[config.mk]
export PLATFORM = sky130hd
export DESIGN_NAME = bit_serializer_tx
export DESIGN_NICKNAME = d
export VERILOG_FILES = /design/src/rtl/ser_pkg.sv /design/src/rtl/ser_hold_buf.sv /design/src/rtl/bit_serializer_tx.sv
export SDC_FILE = /design/constraint.sdc
export NUM_CORES = 1
export LEC_CHECK = 0
export ABC_AREA = 0
export ABC_CLOCK_PERIOD_IN_PS = 3000
export CAP_MARGIN = 25
export CORE_MARGIN = 5
export CORE_UTILIZATION = 55
export CTS_CLUSTER_DIAMETER = 50
export DETAILED_ROUTE_END_ITERATION = 6
export PLACE_DENSITY = 0.82
export SLEW_MARGIN = 10
export SYNTH_ARGS = -nofsm -noshare
export SYNTH_HDL_FRONTEND = slang
export SYNTH_SLANG_ARGS = --single-unit
[constraint.sdc]
create_clock -name clk -period 3 [get_ports clk]
set_input_delay 0.3 -clock clk [delete_from_list [all_inputs] [get_ports clk]]
set_output_delay 0.3 -clock clk [all_outputs]
set_load 0.01 [all_outputs]
[src/rtl/ser_pkg.sv]
`default_nettype none
// ============================================================================
//  Package     : ser_pkg
//  Description : Shared types and helpers for the bit_serializer_tx slice.
//                Holds the FSM state encoding and the bit-counter width
//                helper used by the top level.
//                Configuration macro: PARITY_EN (adds the ST_PARITY state).
//  Revision    : 1.0 - initial release
// ============================================================================
package ser_pkg;

    // Frame sequencer states. ST_PARITY only exists when a parity bit is
    // appended to every frame.
    typedef enum logic [1:0] {
        ST_IDLE   = 2'd0,
        ST_SHIFT  = 2'd1
`ifdef PARITY_EN
        ,
        ST_PARITY = 2'd2
`endif
    } ser_state_e;

    // Width of the bit counter: it must be able to hold WIDTH itself, so
    // CNT_W = $clog2(WIDTH+1).
    function automatic int ser_cnt_w(input int width);
        return $clog2(width + 1);
    endfunction

endpackage : ser_pkg
`default_nettype wire

[src/rtl/ser_hold_buf.sv]
`default_nettype none
// ============================================================================
//  Module      : ser_hold_buf
//  Description : One-entry valid/ready holding register. A word is captured
//                when wr_valid_i && wr_ready_o; it is released by rd_take_i.
//                Capture is only possible while empty and release only while
//                full, so the two can never happen on the same edge.
//  Ports       : clk        - clock
//                rst        - asynchronous reset, active-high
//                wr_valid_i - write data valid
//                wr_ready_o - buffer empty, can accept (= !full_o)
//                wr_data_i  - write data
//                rd_take_i  - consumer takes the buffered word this edge
//                rd_data_o  - buffered word
//                full_o     - buffer holds a word
//  Revision    : 1.0 - initial release
// ============================================================================
module ser_hold_buf
    import ser_pkg::*;
#(
    parameter int WIDTH = 8
) (
    input  logic             clk,
    input  logic             rst,
    input  logic             wr_valid_i,
    output logic             wr_ready_o,
    input  logic [WIDTH-1:0] wr_data_i,
    input  logic             rd_take_i,
    output logic [WIDTH-1:0] rd_data_o,
    output logic             full_o
);

    logic             full_q;
    logic [WIDTH-1:0] data_q;

    always_ff @(posedge clk or posedge rst) begin
        if (rst) begin
            full_q <= 1'b0;
            data_q <= '0;
        end else if (wr_valid_i && !full_q) begin
            data_q <= wr_data_i;
            full_q <= 1'b1;
        end else if (rd_take_i) begin
            full_q <= 1'b0;
        end
    end

    assign wr_ready_o = !full_q;
    assign rd_data_o  = data_q;
    assign full_o     = full_q;

endmodule : ser_hold_buf
`default_nettype wire

[src/rtl/bit_serializer_tx.sv]
`default_nettype none
// ============================================================================
//  Module      : bit_serializer_tx
//  Description : Parallel-to-serial transmitter. Accepts WIDTH-bit words on a
//                valid/ready handshake, buffers one word while another
//                shifts, and emits one bit per clock edge with en=1, marking
//                the first and last bit of each frame.
//                Configuration macro: PARITY_EN - when defined each frame is
//                followed by an even-parity bit (frame = WIDTH+1 bits).
//  Parameters  : WIDTH     - data bits per frame (>= 2)
//                MSB_FIRST - 1: bit WIDTH-1 first, 0: bit 0 first
//                IDLE_BIT  - level on out while no frame is active
//  Ports       : clk         - clock
//                rst         - asynchronous reset, active-high
//                din         - parallel word to transmit
//                din_valid   - din is valid
//                din_ready   - hold buffer can accept a word
//                en          - bit strobe; bits advance only when en=1
//                out         - registered serial bit
//                out_valid   - one pulse per emitted bit
//                frame_start - asserted with the first bit of a frame
//                frame_end   - asserted with the last bit of a frame
//  Revision    : 1.0 - initial release
// ============================================================================
module bit_serializer_tx
    import ser_pkg::*;
#(
    parameter int WIDTH     = 8,
    parameter bit MSB_FIRST = 1'b1,
    parameter bit IDLE_BIT  = 1'b0
) (
    input  logic             clk,
    input  logic             rst,
    input  logic [WIDTH-1:0] din,
    input  logic             din_valid,
    output logic             din_ready,
    input  logic             en,
    output logic             out,
    output logic             out_valid,
    output logic             frame_start,
    output logic             frame_end
);

    localparam int               CNT_W         = ser_cnt_w(WIDTH);
    localparam logic [CNT_W-1:0] LAST_DATA_IDX = CNT_W'(WIDTH - 1);

    // ------------------------------------------------------------------
    // Shift-order helpers: the bit leaving the shifter next, and the
    // shifter contents after that bit has left.
    // ------------------------------------------------------------------
    function automatic logic head_bit(input logic [WIDTH-1:0] v);
        return (MSB_FIRST != 1'b0) ? v[WIDTH-1] : v[0];
    endfunction

    function automatic logic [WIDTH-1:0] shift_once(input logic [WIDTH-1:0] v);
        return (MSB_FIRST != 1'b0) ? {v[WIDTH-2:0], 1'b0} : {1'b0, v[WIDTH-1:1]};
    endfunction

    // ------------------------------------------------------------------
    // Hold buffer
    // ------------------------------------------------------------------
    logic             w_hold_full;
    logic [WIDTH-1:0] w_hold_data;
    logic             w_take;

    ser_hold_buf #(
        .WIDTH (WIDTH)
    ) u_hold (
        .clk        (clk),
        .rst        (rst),
        .wr_valid_i (din_valid),
        .wr_ready_o (din_ready),
        .wr_data_i  (din),
        .rd_take_i  (w_take),
        .rd_data_o  (w_hold_data),
        .full_o     (w_hold_full)
    );

    // ------------------------------------------------------------------
    // State
    // ------------------------------------------------------------------
    ser_state_e       state_q, state_d;
    logic [WIDTH-1:0] shreg_q, shreg_d;
    logic [CNT_W-1:0] cnt_q,   cnt_d;
    logic             par_q,   par_d;
    logic             out_q,   out_d;
    logic             valid_q, valid_d;
    logic             fs_q,    fs_d;
    logic             fe_q,    fe_d;

    always_ff @(posedge clk or posedge rst) begin
        if (rst) begin
            state_q <= ST_IDLE;
            shreg_q <= '0;
            cnt_q   <= '0;
            par_q   <= 1'b0;
            out_q   <= IDLE_BIT;
            valid_q <= 1'b0;
            fs_q    <= 1'b0;
            fe_q    <= 1'b0;
        end else begin
            state_q <= state_d;
            shreg_q <= shreg_d;
            cnt_q   <= cnt_d;
            par_q   <= par_d;
            out_q   <= out_d;
            valid_q <= valid_d;
            fs_q    <= fs_d;
            fe_q    <= fe_d;
        end
    end

    // ------------------------------------------------------------------
    // Next-state / output logic. With en=0 everything holds and the
    // strobes drop, so a stalled bit is never reported twice.
    // A frame that ends returns to ST_IDLE, which reloads from the hold
    // buffer on the very next enabled edge: chained frames have no gap.
    // ------------------------------------------------------------------
    always_comb begin
        state_d = state_q;
        shreg_d = shreg_q;
        cnt_d   = cnt_q;
        par_d   = par_q;
        out_d   = out_q;
        valid_d = 1'b0;
        fs_d    = 1'b0;
        fe_d    = 1'b0;
        w_take  = 1'b0;

        if (en) begin
            case (state_q)
                ST_IDLE: begin
                    if (w_hold_full) begin
                        w_take  = 1'b1;
                        out_d   = head_bit(w_hold_data);
                        shreg_d = shift_once(w_hold_data);
                        par_d   = head_bit(w_hold_data);
                        cnt_d   = CNT_W'(1);
                        valid_d = 1'b1;
                        fs_d    = 1'b1;
                        state_d = ST_SHIFT;
                    end else begin
                        out_d = IDLE_BIT;
                    end
                end

                ST_SHIFT: begin
                    out_d   = head_bit(shreg_q);
                    shreg_d = shift_once(shreg_q);
                    par_d   = par_q ^ head_bit(shreg_q);
                    cnt_d   = cnt_q + CNT_W'(1);
                    valid_d = 1'b1;
                    if (cnt_q == LAST_DATA_IDX) begin
`ifdef PARITY_EN
                        state_d = ST_PARITY;
`else
                        fe_d    = 1'b1;
                        cnt_d   = '0;
                        state_d = ST_IDLE;
`endif
                    end
                end

`ifdef PARITY_EN
                ST_PARITY: begin
                    // par_q now holds the XOR of all WIDTH data bits.
                    out_d   = par_q;
                    valid_d = 1'b1;
                    fe_d    = 1'b1;
                    cnt_d   = '0;
                    state_d = ST_IDLE;
                end
`endif

                default: begin
                    state_d = ST_IDLE;
                    cnt_d   = '0;
                end
            endcase
        end
    end

    assign out         = out_q;
    assign out_valid   = valid_q;
    assign frame_start = fs_q;
    assign frame_end   = fe_q;

endmodule : bit_serializer_tx
`default_nettype wire

==> flow_summary.toml <==
[pwr]
internal_power_uw = 769.7
ir_drop_v = 0.0004195
power_leakage_uw = 0.0006092
seqPwrFrac_pct = 54.1
power_uw = 1137
pwr-share-clk_pct = 12.9
p_per_area_mw_per_mm2 = 870.1
p_sw_share_pct = 32.27
power.switching_uw = 366.8
comb_power_share_pct = 33.0

[finish]
area_growth_pct = 18.64
fin_util_pct = 67.27
antennaDiodeCount = 0
drive_gt1_share_pct = 14.29
register_area_um2 = 625.6
multi_input_area_um2 = 417.9
fin_nets = 119
n_fill_cell = 158
design_area_mm2 = 0.001306

[timing]
drv_slew = 0
rsz0062_at_grt = "no"
timing.fmax_ghz = 0.5866
worst_hold_slack_ps = 178.4
hold_viol_final = 0
setup_viol = 0
slew_headroom_pct = 54.62
finClkSkew_ps = 3.094
setup_tns_ps = 0
tightestPinTransition_ps = 680.7
period_needed_ps = 1705
fin_crit_sh_pct = 56.83

[critical_path]
worstPathCellList = "inv_1 -> clkdlybuf4s50_1"
worstSetupStartpointType = "flip-flop"
end_kind = "primary output"
path_class = "flip-flop to primary output"
path_buf_inv = 2
critPathArrivalTime_ps = 1400
critPathRequiredTime_ps = 2700
critical_path.top_delay_family = "buffers and inverters"
max_stage_delay_ps = 530
slowest_stage = "clkdlybuf4s50_1"
cp_max_fo = 6

[synthesis]
synth_edf_count = 0
yosys.area.top_type = "dfrtp_1"
syn_area_mm2 = 0.001101
ys_ff_latch = 25
async_flop_share_pct = 100.0
yosys-top-cells-count = "25 x dfrtp_1, 11 x nand2_1, 9 x o21ai_0"
yosysMostFrequentCell = "dfrtp_1"
synth_top_area_share_pct = 56.82
synthFlopType = "dfrtp_1"
synth_fp_nets = 102
synth.area.top_cells = "dfrtp_1 57%, mux2_4 11%, mux2i_1 6.4%"
synth_warnings = 0
netlist-cell-type-count = 22
yosysSeqAreaShare_pct = 56.82
syn-instance-count = 89
synth_area_per_cell_um2 = 12.37

[place]
place.gp.congestion = 0.6779
dpl-instance-area_mm2 = 0.001252
hpwl_um = 1398
placement.io_buffers = 16

[detailed_routing]
drt-initial-drc-count = 10
drc_errors = 0
via_count = 699
totalWireLength_um = 1925
final_antenna_net_count = 0
viasPerCell = 5.295
dr.pass1.iters = 4
wl_per_cell_um = 14.58

[global_route]
antenna_found_initial = 0
grtUsageMet3_pct = 3.815
grt_pass1_vias = 710
grtUsageTotal_pct = 15.34
grtUsageMet2_pct = 25.39
grt_pass1_wl_um = 3167
grt_max_degree = 26
grt_overflow = 0
busiest_layer = "met2"
grt_util_met1_pct = 18.92

[floorplanning]
die_h_um = 54.74
die-area_mm2 = 0.002996
num_rows = 16
core_area_mm2 = 0.001942
start_util_pct = 56.70
io-pin-count = 17
fp.dieW_um = 54.74

[run]
drv_cap = 0

[clocking]
clk_pin_slew_ps = 130
hold_buffers = 0
post_cts_buffers = 0
clk_path_buf_depth = 2
worst_skew_pair.late_latency_ps = 310
post_cts_resized = 0
cts_tree = "yes"
numCtsBuffers = 3
htreeDepth = 1
clock_sinks = 25
clockRootBuffer = "clkbuf_4"

[min_path]
min_path_type = "input port to async pin"

[outcome]
outcome = "complete, no violations"
logic make-up (layout without fill, tap and decap cells):
group                    Yosys count  count (layout)  share of synthesized area [%]
AO/OA/AOI/OAI                     18              18                          11.02
adder cells (fa/ha/maj)            1               1                          1.136
buffers and inverters              9              25                          5.226
flip-flops                        25              25                          56.82
multiplexers                      15              15                          17.27
AND/OR/NAND/NOR                   21              21                          8.523
metal layers:
metal | up-vias | routed length, um
met5 | - | 0
met3 | 2 | 84
met4 | 0 | 10
met2 | 12 | 985
li1 | 335 | -
met1 | 350 | 845
power by group through the flow:
| stage | clock, uW | combinational, uW | sequential [uW] |
|---|---|---|---|
| after global routing | 163 | 414 | 636 |
| after CTS | 152 | 378 | 614 |
| after floorplan | 0 | 327 | 564 |
| final | 146 | 375 | 615 |
| after global placement | 0 | 356 | 612 |
| after detailed placement | 0 | 379 | 617 |
stage by stage:
step	worst slack, ps	std cells
2_1_floorplan	1870	89
3_3_place_gp	1268	127
3_5_place_dp	1238	127
4_1_cts	1275	131
5_1_grt	1218	132
6_report	1295	132
cells in the final DEF (no fill, tap or decap):
cell             instances
o21ai_4                  1
clkbuf_1                 1
clkbuf_4                 3
o21ai_0                  9
buf_16                   1
mux2_4                   8
a31oi_1                  1
nor2b_2                  1
inv_1                    3
a211oi_1                 1
mux2i_1                  7
a21oi_1                  1
inv_2                    1
and3_1                   1
a32o_1                   1
ha_1                     1
o21ai_1                  1
nand2_1                 11
nor2_1                   6
clkdlybuf4s50_1         16
dfrtp_1                 25
a22o_1                   3
nand3b_1                 2
layout make-up:
class                           instances  share of cell area, %
Timing Repair Buffer                   17                  14.37
Multi-Input combinational cell         55                  31.99
Tap cell                               27                  2.586
Inverter                                4                  1.149
Clock buffer                            4                  2.011
Sequential cell                        25                  47.89
registers in the layout, summed over array words and instances, names as in the netlist:
| signal | cells |
|---|---|
| shreg_q | 7 |
| u_hold.full_o | 1 |
| frame_start | 1 |
| u_hold.rd_data_o | 8 |
| out | 1 |
| cnt_q | 4 |
| frame_end | 1 |
| out_valid | 1 |
| state_q | 1 |
final timing paths:
kind                       slack [ps]           from          to  depth (start not counted)
hold reg to reg                   500     shreg_q[5]  shreg_q[5]                          2
setup reg to reg                 1460     state_q[0]    cnt_q[3]                          4
min in group clk                  500     shreg_q[5]  shreg_q[5]                          2
max in group asynchronous        2450            rst  state_q[0]                          3
hold / removal                    180            rst    cnt_q[2]                          2
setup / recovery                 1300  u_hold.full_o   din_ready                          2
worst register-to-register path, stage by stage, from the launching register on:
cell and delay, ps:
dfrtp_1 800, o21ai_4 250, inv_2 110, o21ai_1 60, a22o_1 220
Note: power is estimated with default switching activity, not from simulation.
